==> src/rtl/bcd_converter_seq.sv <==
`default_nettype none
// ============================================================================
//  Module   : bcd_converter_seq
//  Purpose  : Sequential double-dabble binary-to-BCD converter, one add-3/shift
//             step per clock, valid/ready handshakes, optional sign-magnitude
//             input and registered leading-zero mask for display blanking.
//  Revision : 1.0 - initial release
// ============================================================================
module bcd_converter_seq #(
    parameter int BIN_W     = 16,
    parameter int DIGITS    = 5,
    parameter int SIGNED_EN = 0
) (
    input  logic                  clk,
    input  logic                  reset,
    input  logic                  in_valid,
    output logic                  in_ready,
    input  logic [BIN_W-1:0]      bin_in,
    input  logic                  sign_in,
    output logic                  out_valid,
    input  logic                  out_ready,
    output logic [4*DIGITS-1:0]   bcd_out,
    output logic                  sign_out,
    output logic [DIGITS-1:0]     lz_mask,
    output logic                  busy
);

    localparam int c_BCD_W = 4 * DIGITS;
    localparam int c_SR_W  = c_BCD_W + BIN_W;
    localparam int c_CNT_W = $clog2(BIN_W + 1);

    localparam logic [1:0] c_S_IDLE  = 2'd0;
    localparam logic [1:0] c_S_SHIFT = 2'd1;
    localparam logic [1:0] c_S_DONE  = 2'd2;

    function automatic bit digits_sufficient();
        longint unsigned p;
        p = 64'd1;
        for (int i = 0; i < DIGITS; i++) p = p * 64'd10;
        return p > ((64'd1 << BIN_W) - 64'd1);
    endfunction

    generate
        if (BIN_W < 2 || BIN_W > 32 || DIGITS < 1 || !digits_sufficient()) begin : g_param_check
            $error("bcd_converter_seq: DIGITS too small for BIN_W, or BIN_W out of range");
        end
    endgenerate

    logic [1:0]          r_state;
    logic [c_SR_W-1:0]   r_sr;
    logic [c_CNT_W-1:0]  r_cnt;
    logic                r_sign;
    logic                r_in_ready;
    logic                r_out_valid;
    logic                r_busy;
    logic [c_BCD_W-1:0]  r_bcd;
    logic                r_sign_out;
    logic [DIGITS-1:0]   r_lz;

    logic                w_neg;
    logic [BIN_W-1:0]    w_mag;
    logic [c_SR_W-1:0]   w_sr_adj;
    logic [c_SR_W-1:0]   w_sr_next;
    logic [c_BCD_W-1:0]  w_bcd_next;
    logic [DIGITS-1:0]   w_lz_next;
    logic                w_upper_zero;

    // Only a set MSB counts as negative, so a zero magnitude never carries a sign.
    assign w_neg = (SIGNED_EN != 0) && sign_in && bin_in[BIN_W-1];
    assign w_mag = w_neg ? (~bin_in + {{(BIN_W-1){1'b0}}, 1'b1}) : bin_in;

    always_comb begin
        w_sr_adj = r_sr;
        for (int d = 0; d < DIGITS; d++) begin
            if (r_sr[BIN_W + 4*d +: 4] >= 4'd5) begin
                w_sr_adj[BIN_W + 4*d +: 4] = r_sr[BIN_W + 4*d +: 4] + 4'd3;
            end
        end
    end

    assign w_sr_next  = {w_sr_adj[c_SR_W-2:0], 1'b0};
    assign w_bcd_next = w_sr_next[c_SR_W-1 -: c_BCD_W];

    always_comb begin
        w_lz_next    = '0;
        w_upper_zero = 1'b1;
        for (int d = DIGITS - 1; d >= 1; d--) begin
            w_upper_zero = w_upper_zero & (w_bcd_next[4*d +: 4] == 4'd0);
            w_lz_next[d] = w_upper_zero;
        end
    end

    always_ff @(posedge clk) begin
        if (reset) begin
            r_state     <= c_S_IDLE;
            r_sr        <= '0;
            r_cnt       <= '0;
            r_sign      <= 1'b0;
            r_in_ready  <= 1'b1;
            r_out_valid <= 1'b0;
            r_busy      <= 1'b0;
            r_bcd       <= '0;
            r_sign_out  <= 1'b0;
            r_lz        <= '0;
        end else begin
            case (r_state)
                c_S_IDLE: begin
                    if (in_valid) begin
                        r_sr       <= {{c_BCD_W{1'b0}}, w_mag};
                        r_cnt      <= c_CNT_W'(BIN_W);
                        r_sign     <= w_neg;
                        r_state    <= c_S_SHIFT;
                        r_in_ready <= 1'b0;
                        r_busy     <= 1'b1;
                    end
                end
                c_S_SHIFT: begin
                    r_sr  <= w_sr_next;
                    r_cnt <= r_cnt - 1'b1;
                    // Final iteration: publish the result on the same edge that enters DONE.
                    if (r_cnt == c_CNT_W'(1)) begin
                        r_state     <= c_S_DONE;
                        r_out_valid <= 1'b1;
                        r_bcd       <= w_bcd_next;
                        r_sign_out  <= r_sign & (|w_bcd_next);
                        r_lz        <= w_lz_next;
                    end
                end
                c_S_DONE: begin
                    if (out_ready) begin
                        r_state     <= c_S_IDLE;
                        r_out_valid <= 1'b0;
                        r_in_ready  <= 1'b1;
                        r_busy      <= 1'b0;
                    end
                end
                default: begin
                    r_state     <= c_S_IDLE;
                    r_out_valid <= 1'b0;
                    r_in_ready  <= 1'b1;
                    r_busy      <= 1'b0;
                end
            endcase
        end
    end

    assign in_ready  = r_in_ready;
    assign out_valid = r_out_valid;
    assign busy      = r_busy;
    assign bcd_out   = r_bcd;
    assign sign_out  = r_sign_out;
    assign lz_mask   = r_lz;

endmodule
`default_nettype wire

==> config.mk <==
export PLATFORM = sky130hd
export DESIGN_NAME = bcd_converter_seq
export DESIGN_NICKNAME = d
export VERILOG_FILES = /design/src/rtl/bcd_converter_seq.sv
export SDC_FILE = /design/constraint.sdc
export NUM_CORES = 1
export LEC_CHECK = 0
export CORE_MARGIN = 4
export CORE_UTILIZATION = 58
export DETAILED_ROUTE_END_ITERATION = 8
export PLACE_DENSITY = 0.85
export REMOVE_ABC_BUFFERS = 1
export SLEW_MARGIN = 40
export SYNTH_ARGS = -nofsm -noshare
export SYNTH_HDL_FRONTEND = slang
export SYNTH_SLANG_ARGS = --single-unit
==> constraint.sdc <==
create_clock -name clk -period 4.55 [get_ports clk]
set_input_delay 1.365 -clock clk [delete_from_list [all_inputs] [get_ports clk]]
set_output_delay 1.365 -clock clk [all_outputs]
set_load 0.03 [all_outputs]
# Word-level counts from Yosys, hierarchy flattened
# Index checks and enable logic that the tools add are counted.
[totals]
romBits = 0
mem_bits_rw = 0
output_inout_bits = 29
regBits = 70
word_cells = 62
latch_bits = 0
mem_count = 0
[op_classes]
muxes = 21
add_sub_neg = 6
multipliers = 0
order_cmp = 5
bitwise_logic = 5
n_div = 0
n_eq_ne = 6
shifts = 0
n_reduce_logical = 11
[op_table]
columns = ["operator", "n"]
rows = [
  ["$pmux W36 S2", 1],
  ["$mux W36", 1],
  ["$ge A4 B3 Y1 const B", 5],
  ["$add A4 B2 Y4 const B", 4],
  ["$logic_not A4 Y1", 4],
  ["$mux W4", 4],
  ["$pmux W5 S2", 1],
  ["$pmux W1 S3", 3],
  ["$reduce_and A3 Y1", 3],
  ["$mux W2", 3],
  ["$ne A2 B2 Y1 const B", 3],
  ["$pmux W2 S3", 1],
  ["$eq A5 B1 Y1 const B", 1],
  ["$mux W1", 5],
  ["$mux W5", 1],
  ["$sub A5 B1 Y5 const B", 1],
  ["$reduce_and A2 Y1", 2],
  ["$add A3 B2 Y3 const B", 1],
  ["$and A1 B1 Y1", 3],
  ["$mux W3", 1],
  ["$eq A2 B1 Y1 const B", 1],
  ["$eq A2 B2 Y1 const B", 1],
  ["$logic_not A2 Y1", 1],
  ["$not A1 Y1", 2],
  ["$reduce_bool A2 Y1", 1],
]

# Depth between registers and ports, before layout
# Gate-level depths: netlist of run 1.
[depth]
word_depth = 6
ltp_mapped = 8
mapped_depth_nobuf = 7

# Worst setup path before layout of run 1
# Ideal clock, no wire load.
[synth_timing]
kind = "input port to flip-flop"
start = "in in_valid"
end = "reg r_sr[17]"
slack_ns = 2.010
arrival_ns = 2.412
stages = 7
setup_time_ns = 0.128
path_buffers = 3
path_cell_list = "buf_2 > nor2_1 > or2_2 > clkbuf_1 > clkbuf_1 > a22oi_1 > nor2_1"
[synth_via]
elab_chain_cells = 2
[synth_lines]
columns = ["element", "line", "text"]
rows = [
  ["from (decl)", "16", "input logic in_valid,"],
  ["$ne A2 B2 Y1 (no source line)", "n/a", ""],
  ["$reduce_and A2 Y1 (no source line)", "n/a", ""],
  ["to (signal assigned)", "109", "r_sr <= {{c_BCD_W{1'b0}}, w_mag};"],
  ["to (signal assigned)", "118", "r_sr <= w_sr_next;"],
  ["to (decl)", "50", "logic [c_SR_W-1:0] r_sr;"],
]
# Every way passes these cells.
# A chain may end at the register's enable or synchronous reset.

# Final worst setup path of run 1
# Ends and elaborated chain as after synthesis.

==> results.json, run 1 <==
{
  "status": "finished, final reports clean",
  "synth-edff-count": 0,
  "dieWidth_um": 84.1,
  "wl_per_cell_um": 13.5,
  "drc": 0,
  "powerDensity_nw_per_um2": 336,
  "rsz0062_at_grt": "false",
  "synthMuxAreaShare_pct": 2.42,
  "dpl.hpwl_um": 4790,
  "grt_max_degree": 42,
  "synth-xor-area-share_pct": 1.30,
  "post-route-period-util_pct": 61.3,
  "grt_overflow": 0,
  "pwr-share-seq_pct": 48.3,
  "drt-total-wl_um": 7210,
  "finalClockSkew_ns": 0.00878,
  "hold_buffers": 0,
  "synth_area_leader_cell": "dfxtp_1",
  "hold_path.startpoint": "bcd_out[5]",
  "fin_nets": 492,
  "worst_setup_path_start_kind": "primary input",
  "slew-limit-headroom_pct": 49.0,
  "post-cts-setup-buffer-count": 0,
  "placed_cells": 520,
  "finalHoldViolations": 0,
  "fp-row-count": 27,
  "power.total_mw": 1.36,
  "cts_resized": 0,
  "synthAdderAreaFrac_pct": 4.47,
  "maxSlewViolCount": 0,
  "placed_cell_area_um2": 3810,
  "synth_cells": 427,
  "finalSetupTns_ns": 0,
  "final_area_um2": 4030,
  "synth_compound_area_share_pct": 17.4,
  "critPathMaxFanout": 26,
  "port_buffers": 46,
  "netlist.area_leader.share_pct": 41.7,
  "power_frac_comb_pct": 12.2,
  "gp_congestion": 0.806,
  "stdcell_count": 536,
  "min_period_ns": 2.79,
  "synthSimpleGateAreaFrac_pct": 27.3,
  "htree_num_levels": 3,
  "netlist_top_cells_area": "dfxtp_1, nor2_1, a21oi_1",
  "synth.avg_cell_area_um2": 7.87,
  "synth.distinct_cells": 41,
  "cts_tree": "done",
  "reg2reg_from": "r_state[0]",
  "syn_to_final_growth_pct": 20.0,
  "root_buffer": "clkbuf_8",
  "grt_pass1_wl_um": 12500,
  "core_um2": 5570,
  "p_leak_nw": 1.53,
  "cts_buffer_depth": 2,
  "p_switching_mw": 0.335,
  "grt_pass1_vias": 2877,
  "ys_warn_count": 0,
  "worstSkewPairLatency_ns": 0.34,
  "cp-end-kind": "register",
  "synth_area_um2": 3360,
  "cap_violations": 0,
  "ys_seq_area_share_pct": 41.7,
  "avgViaCountPerCell": 5.57,
  "worstMarginPinSlew_ns": 0.764,
  "die_h_um": 84.1,
  "diodes": 0,
  "min_to": "bcd_out[5]",
  "reg2reg_depth": 6,
  "timing.final.ws_setup_ns": 1.76,
  "dr.first_iter.drc_count": 146,
  "synth_top_family_by_area": "simple AND/OR/NAND/NOR gates",
  "ir_drop_mv": 0.246,
  "antenna_found_initial": 0,
  "cts_made_buffers": 9,
  "worstPathRequired_ns": 4.74,
  "postRouteAntennaNets": 0,
  "io_pins": 50,
  "max_freq_mhz": 358,
  "drive_gt1_share_pct": 6.47,
  "globalRouteTotalUtil_pct": 21.3,
  "clk_pin_slew_ns": 0.07,
  "dr.pass1.iters": 4,
  "power.internal_mw": 1.02,
  "timing.rr.end": "lz_mask[2]",
  "clock_power_share_pct": 39.4,
  "dp_slack_ns": 1.45,
  "initial_core_util_pct": 60.3,
  "hold_class": "reg2reg",
  "worst-r2r-setup-slack_ns": 2.01,
  "yosysMostFrequentCell": "nor2_1",
  "ys.flop_type": "dfxtp_1",
  "synth_seq_cells": 70,
  "hold_depth": 2,
  "via_count": 2984,
  "synthArstFlopShare_pct": 0,
  "netlist_top_cells_count": "nor2_1, dfxtp_1, a21oi_1",
  "crit_type": "in2reg",
  "power.share.switching_pct": 24.7,
  "die_area_um2": 7070,
  "arrival_ns": 2.98,
  "setup_viol": 0,
  "clock-sinks": 70
}
kinds of logic (layout without fill, tap and decap cells):
| kind of cell | count (synthesis) | count (layout) |
|---|---|---|
| adder cells (fa/ha/maj) | 12 | 12 |
| other | 1 | 2 |
| buffers and inverters | 43 | 79 |
| XOR/XNOR | 5 | 5 |
| AND/OR/NAND/NOR | 193 | 193 |
| flip-flops | 70 | 70 |
| AO/OA/AOI/OAI | 95 | 95 |
| multiplexers | 8 | 8 |
worst max-delay path by stage:
stage                from  slack [ns]  cells after the start          to
6_report         in_valid        1.76                      6    r_sr[17]
5_1_grt          in_valid        1.63                      6    r_sr[17]
4_1_cts        bcd_out[0]        1.81                      1  bcd_out[0]
3_5_place_dp     in_valid        1.45                      6    r_sr[19]
3_3_place_gp     in_valid        1.50                      6    r_sr[22]
2_1_floorplan  r_state[0]        1.81                      5  lz_mask[1]
metrics by stage:
stage,hold WS (ns),utilization [%]
after global placement,0.440,68.4
after CTS,0.457,72.3
after detailed placement,0.447,68.4
after global routing,0.478,72.3
final,0.454,72.3
after floorplan,0.439,-
power groups by stage:
stage               clock (mW)  combinational (mW)  sequential [mW]
global placement             0               0.160            0.668
CTS                      0.544               0.166            0.656
global route             0.576               0.184            0.658
finish                   0.534               0.166            0.656
detailed placement           0               0.165            0.669
floorplan                    0              0.0872            0.681
sequential cells by signal, indices dropped and copies added, names as in the netlist:
signal / count
bcd_out: 20
busy: 1
in_ready: 1
lz_mask: 4
out_valid: 1
r_cnt: 5
r_sr: 36
r_state: 2
routing by layer:
metal / vias up / wire length [um] / track usage [%]
li1: 1509 / - / -
met1: 1385 / 3180 / 24.5
met2: 75 / 3550 / 36.8
met3: 15 / 332 / 4.05
met4: 0 / 149 / 12.4
met5: - / 0 / 0
critical path, cell delays in order:
cell	delay, ns
clkdlybuf4s50_1	0.45
buf_4	0.22
nor2_1	0.07
or2_2	0.50
a22oi_1	0.28
nor2_1	0.08
cells in the final DEF, fill, tap and decap left out, types with 3 or more instances in the layout:
| cell | count |
|---|---|
| dfxtp_1 | 69 |
| a21oi_1 | 50 |
| a22oi_1 | 14 |
| nor2b_1 | 17 |
| o21ai_1 | 3 |
| inv_1 | 12 |
| clkbuf_8 | 13 |
| nor3_1 | 22 |
| nand2b_1 | 7 |
| nand3_1 | 5 |
| nor2_1 | 84 |
| ha_1 | 12 |
| nor3b_1 | 9 |
| a2bb2oi_1 | 4 |
| clkdlybuf4s50_1 | 45 |
| buf_4 | 5 |
| a211oi_1 | 9 |
| xnor2_1 | 5 |
| nand2_1 | 34 |
| nand3b_1 | 4 |
| mux2i_1 | 7 |
| o21ai_0 | 7 |
final cells by class:
type | instances | area [um^2]
inverters | 12 | 45.0
well taps | 72 | 90.1
multi-input cells | 315 | 1780
clock buffers | 13 | 179
repair buffers | 51 | 493
clock inverters | 3 | 40.0
flip-flops and latches | 70 | 1400
fillers | 454 | 1540
(Power assumes the default switching activity.)
==> run 2, diff against run 1 <==
--- a/config.mk
+++ b/config.mk
@@ -6,9 +6,9 @@
 export NUM_CORES = 1
 export LEC_CHECK = 0
 export CORE_MARGIN = 4
-export CORE_UTILIZATION = 58
+export CORE_UTILIZATION = 49
 export DETAILED_ROUTE_END_ITERATION = 8
-export PLACE_DENSITY = 0.85
+export PLACE_DENSITY = 0.76
 export REMOVE_ABC_BUFFERS = 1
 export SLEW_MARGIN = 40
 export SYNTH_ARGS = -nofsm -noshare
==> constraint.sdc (replaced) <==
create_clock -name clk -period 2.25 [get_ports clk]
set_input_delay 0.675 -clock clk [delete_from_list [all_inputs] [get_ports clk]]
set_output_delay 0.675 -clock clk [all_outputs]
set_load 0.03 [all_outputs]
==> results.json, run 2 (synthesis results as in run 1) <==
{
  "gp_congestion": 0.810,
  "worstMarginPinSlew_ns": 0.706,
  "crit_chain": "clkdlybuf4s50_1",
  "die_area_um2": 8240,
  "antenna_found_initial": 0,
  "status": "finished, final reports clean",
  "grt_pass1_wl_um": 12100,
  "final_common_cell": "nor2_1",
  "rsz0062_at_grt": "false",
  "layout_common_cells": "nor2_1, dfxtp_1, a21oi_1",
  "finalHoldViolations": 0,
  "slew-limit-headroom_pct": 52.9,
  "wl_per_cell_um": 13.0,
  "grt_max_degree": 73,
  "p_leak_nw": 1.59,
  "hold_class": "reg2reg",
  "powerDensity_nw_per_um2": 737,
  "post-cts-setup-buffer-count": 0,
  "port_buffers": 46,
  "grt_overflow": 0,
  "critPathMaxFanout": 2,
  "cts_tree": "done",
  "dieWidth_um": 90.8,
  "crit_type": "reg2out",
  "arrival_ns": 1.39,
  "worstPathRequired_ns": 1.57,
  "drc": 0,
  "postRouteAntennaNets": 0,
  "initial_core_util_pct": 51.7,
  "worst_setup_path_start_kind": "register",
  "dr.pass1.iters": 4,
  "crit_slowest_cell": "clkdlybuf4s50_1",
  "cts_resized": 0,
  "fin_nets": 498,
  "hold_buffers": 0,
  "setup_viol": 0,
  "clk_pin_slew_ns": 0.08,
  "placed_cell_area_um2": 3860,
  "dr.first_iter.drc_count": 140,
  "root_buffer": "clkbuf_8",
  "critPathTopFamily": "buffers and inverters",
  "via_count": 2925,
  "avgViaCountPerCell": 5.35,
  "htree_num_levels": 3,
  "ir_drop_mv": 0.396,
  "die_h_um": 90.8,
  "syn_to_final_growth_pct": 23.3,
  "min_period_ns": 2.07,
  "globalRouteTotalUtil_pct": 17.8,
  "io_pins": 50,
  "cp-end-kind": "output port",
  "core_um2": 6490,
  "clock-sinks": 70,
  "diodes": 0,
  "maxSlewViolCount": 0,
  "max_freq_mhz": 484,
  "largest_reg_flops": 36,
  "cts_buffer_depth": 2,
  "critical-path-max-stage-delay_ns": 0.68,
  "cp_num_buf_inv": 1,
  "drt-total-wl_um": 7110,
  "fp-row-count": 29,
  "grt_pass1_vias": 2672,
  "worstSkewPairLatency_ns": 0.35,
  "dpl.hpwl_um": 4680,
  "cap_violations": 0,
  "finalClockSkew_ns": 0.00686,
  "regMostFlops": "r_sr",
  "final_area_um2": 4140,
  "post-route-period-util_pct": 91.8,
  "power.total_mw": 3.05,
  "cts_made_buffers": 9,
  "drive_gt1_share_pct": 7.23
}
-- run 2: area by class of cell --
type	count	area (um^2)
fillers	562	2350
multi-input cells	315	1780
flip-flops and latches	70	1400
repair buffers	57	538
clock buffers	11	151
clock inverters	5	129
well taps	77	96.3
inverters	12	45.0
-- run 2: tightest hold or removal path, cell delays in order (launching register included) --
cell and delay [ns]:
dfxtp_1 0.31, nand2_1 0.05, a21oi_1 0.05
-- run 2: metal layers --
metal  vias up  track usage [%]  wire length, um
met5         -                0                0
met3        13             3.67              283
met4         0             9.42              166
met2        59             27.9             3240
li1       1521                -                -
met1      1332             23.0             3420
-- run 2: power breakdown --
group	switching [mW]	internal, mW	total [mW]
Sequential	0.0325	1.29	1.32
Clock	0.478	0.911	1.39
Combinational	0.193	0.148	0.341
-- run 2: worst paths after layout --
| check | end | from | slack [ns] | cells after the start |
|---|---|---|---|---|
| worst min register to register | lz_mask[4] | lz_mask[4] | 0.45 | 2 |
| worst max register to register | lz_mask[1] | r_sr[21] | 0.25 | 7 |
| worst max-delay path | bcd_out[3] | bcd_out[3] | 0.18 | 1 |
| worst min-delay path | lz_mask[4] | lz_mask[4] | 0.45 | 2 |
-- run 2: through the flow --
step	util [%]	std cells	TNS, ns	worst slack (ns)	hold WS [ns]
3_5_place_dp	59.5	531	0	0.0355	0.448
2_1_floorplan	-	397	-7.92	-0.487	0.439
4_1_cts	63.8	547	0	0.171	0.458
3_3_place_gp	59.5	531	0	0.0670	0.442
5_1_grt	63.8	547	0	0.0917	0.475
6_report	63.8	547	0	0.184	0.454
==> run 3, diff against run 2 <==
--- a/config.mk
+++ b/config.mk
@@ -10,7 +10,6 @@
 export DETAILED_ROUTE_END_ITERATION = 8
 export PLACE_DENSITY = 0.76
 export REMOVE_ABC_BUFFERS = 1
-export SLEW_MARGIN = 40
 export SYNTH_ARGS = -nofsm -noshare
 export SYNTH_HDL_FRONTEND = slang
 export SYNTH_SLANG_ARGS = --single-unit
==> results of run 3 <==
Same layout as run 2: the final DEF is identical, and so are final timing and power.
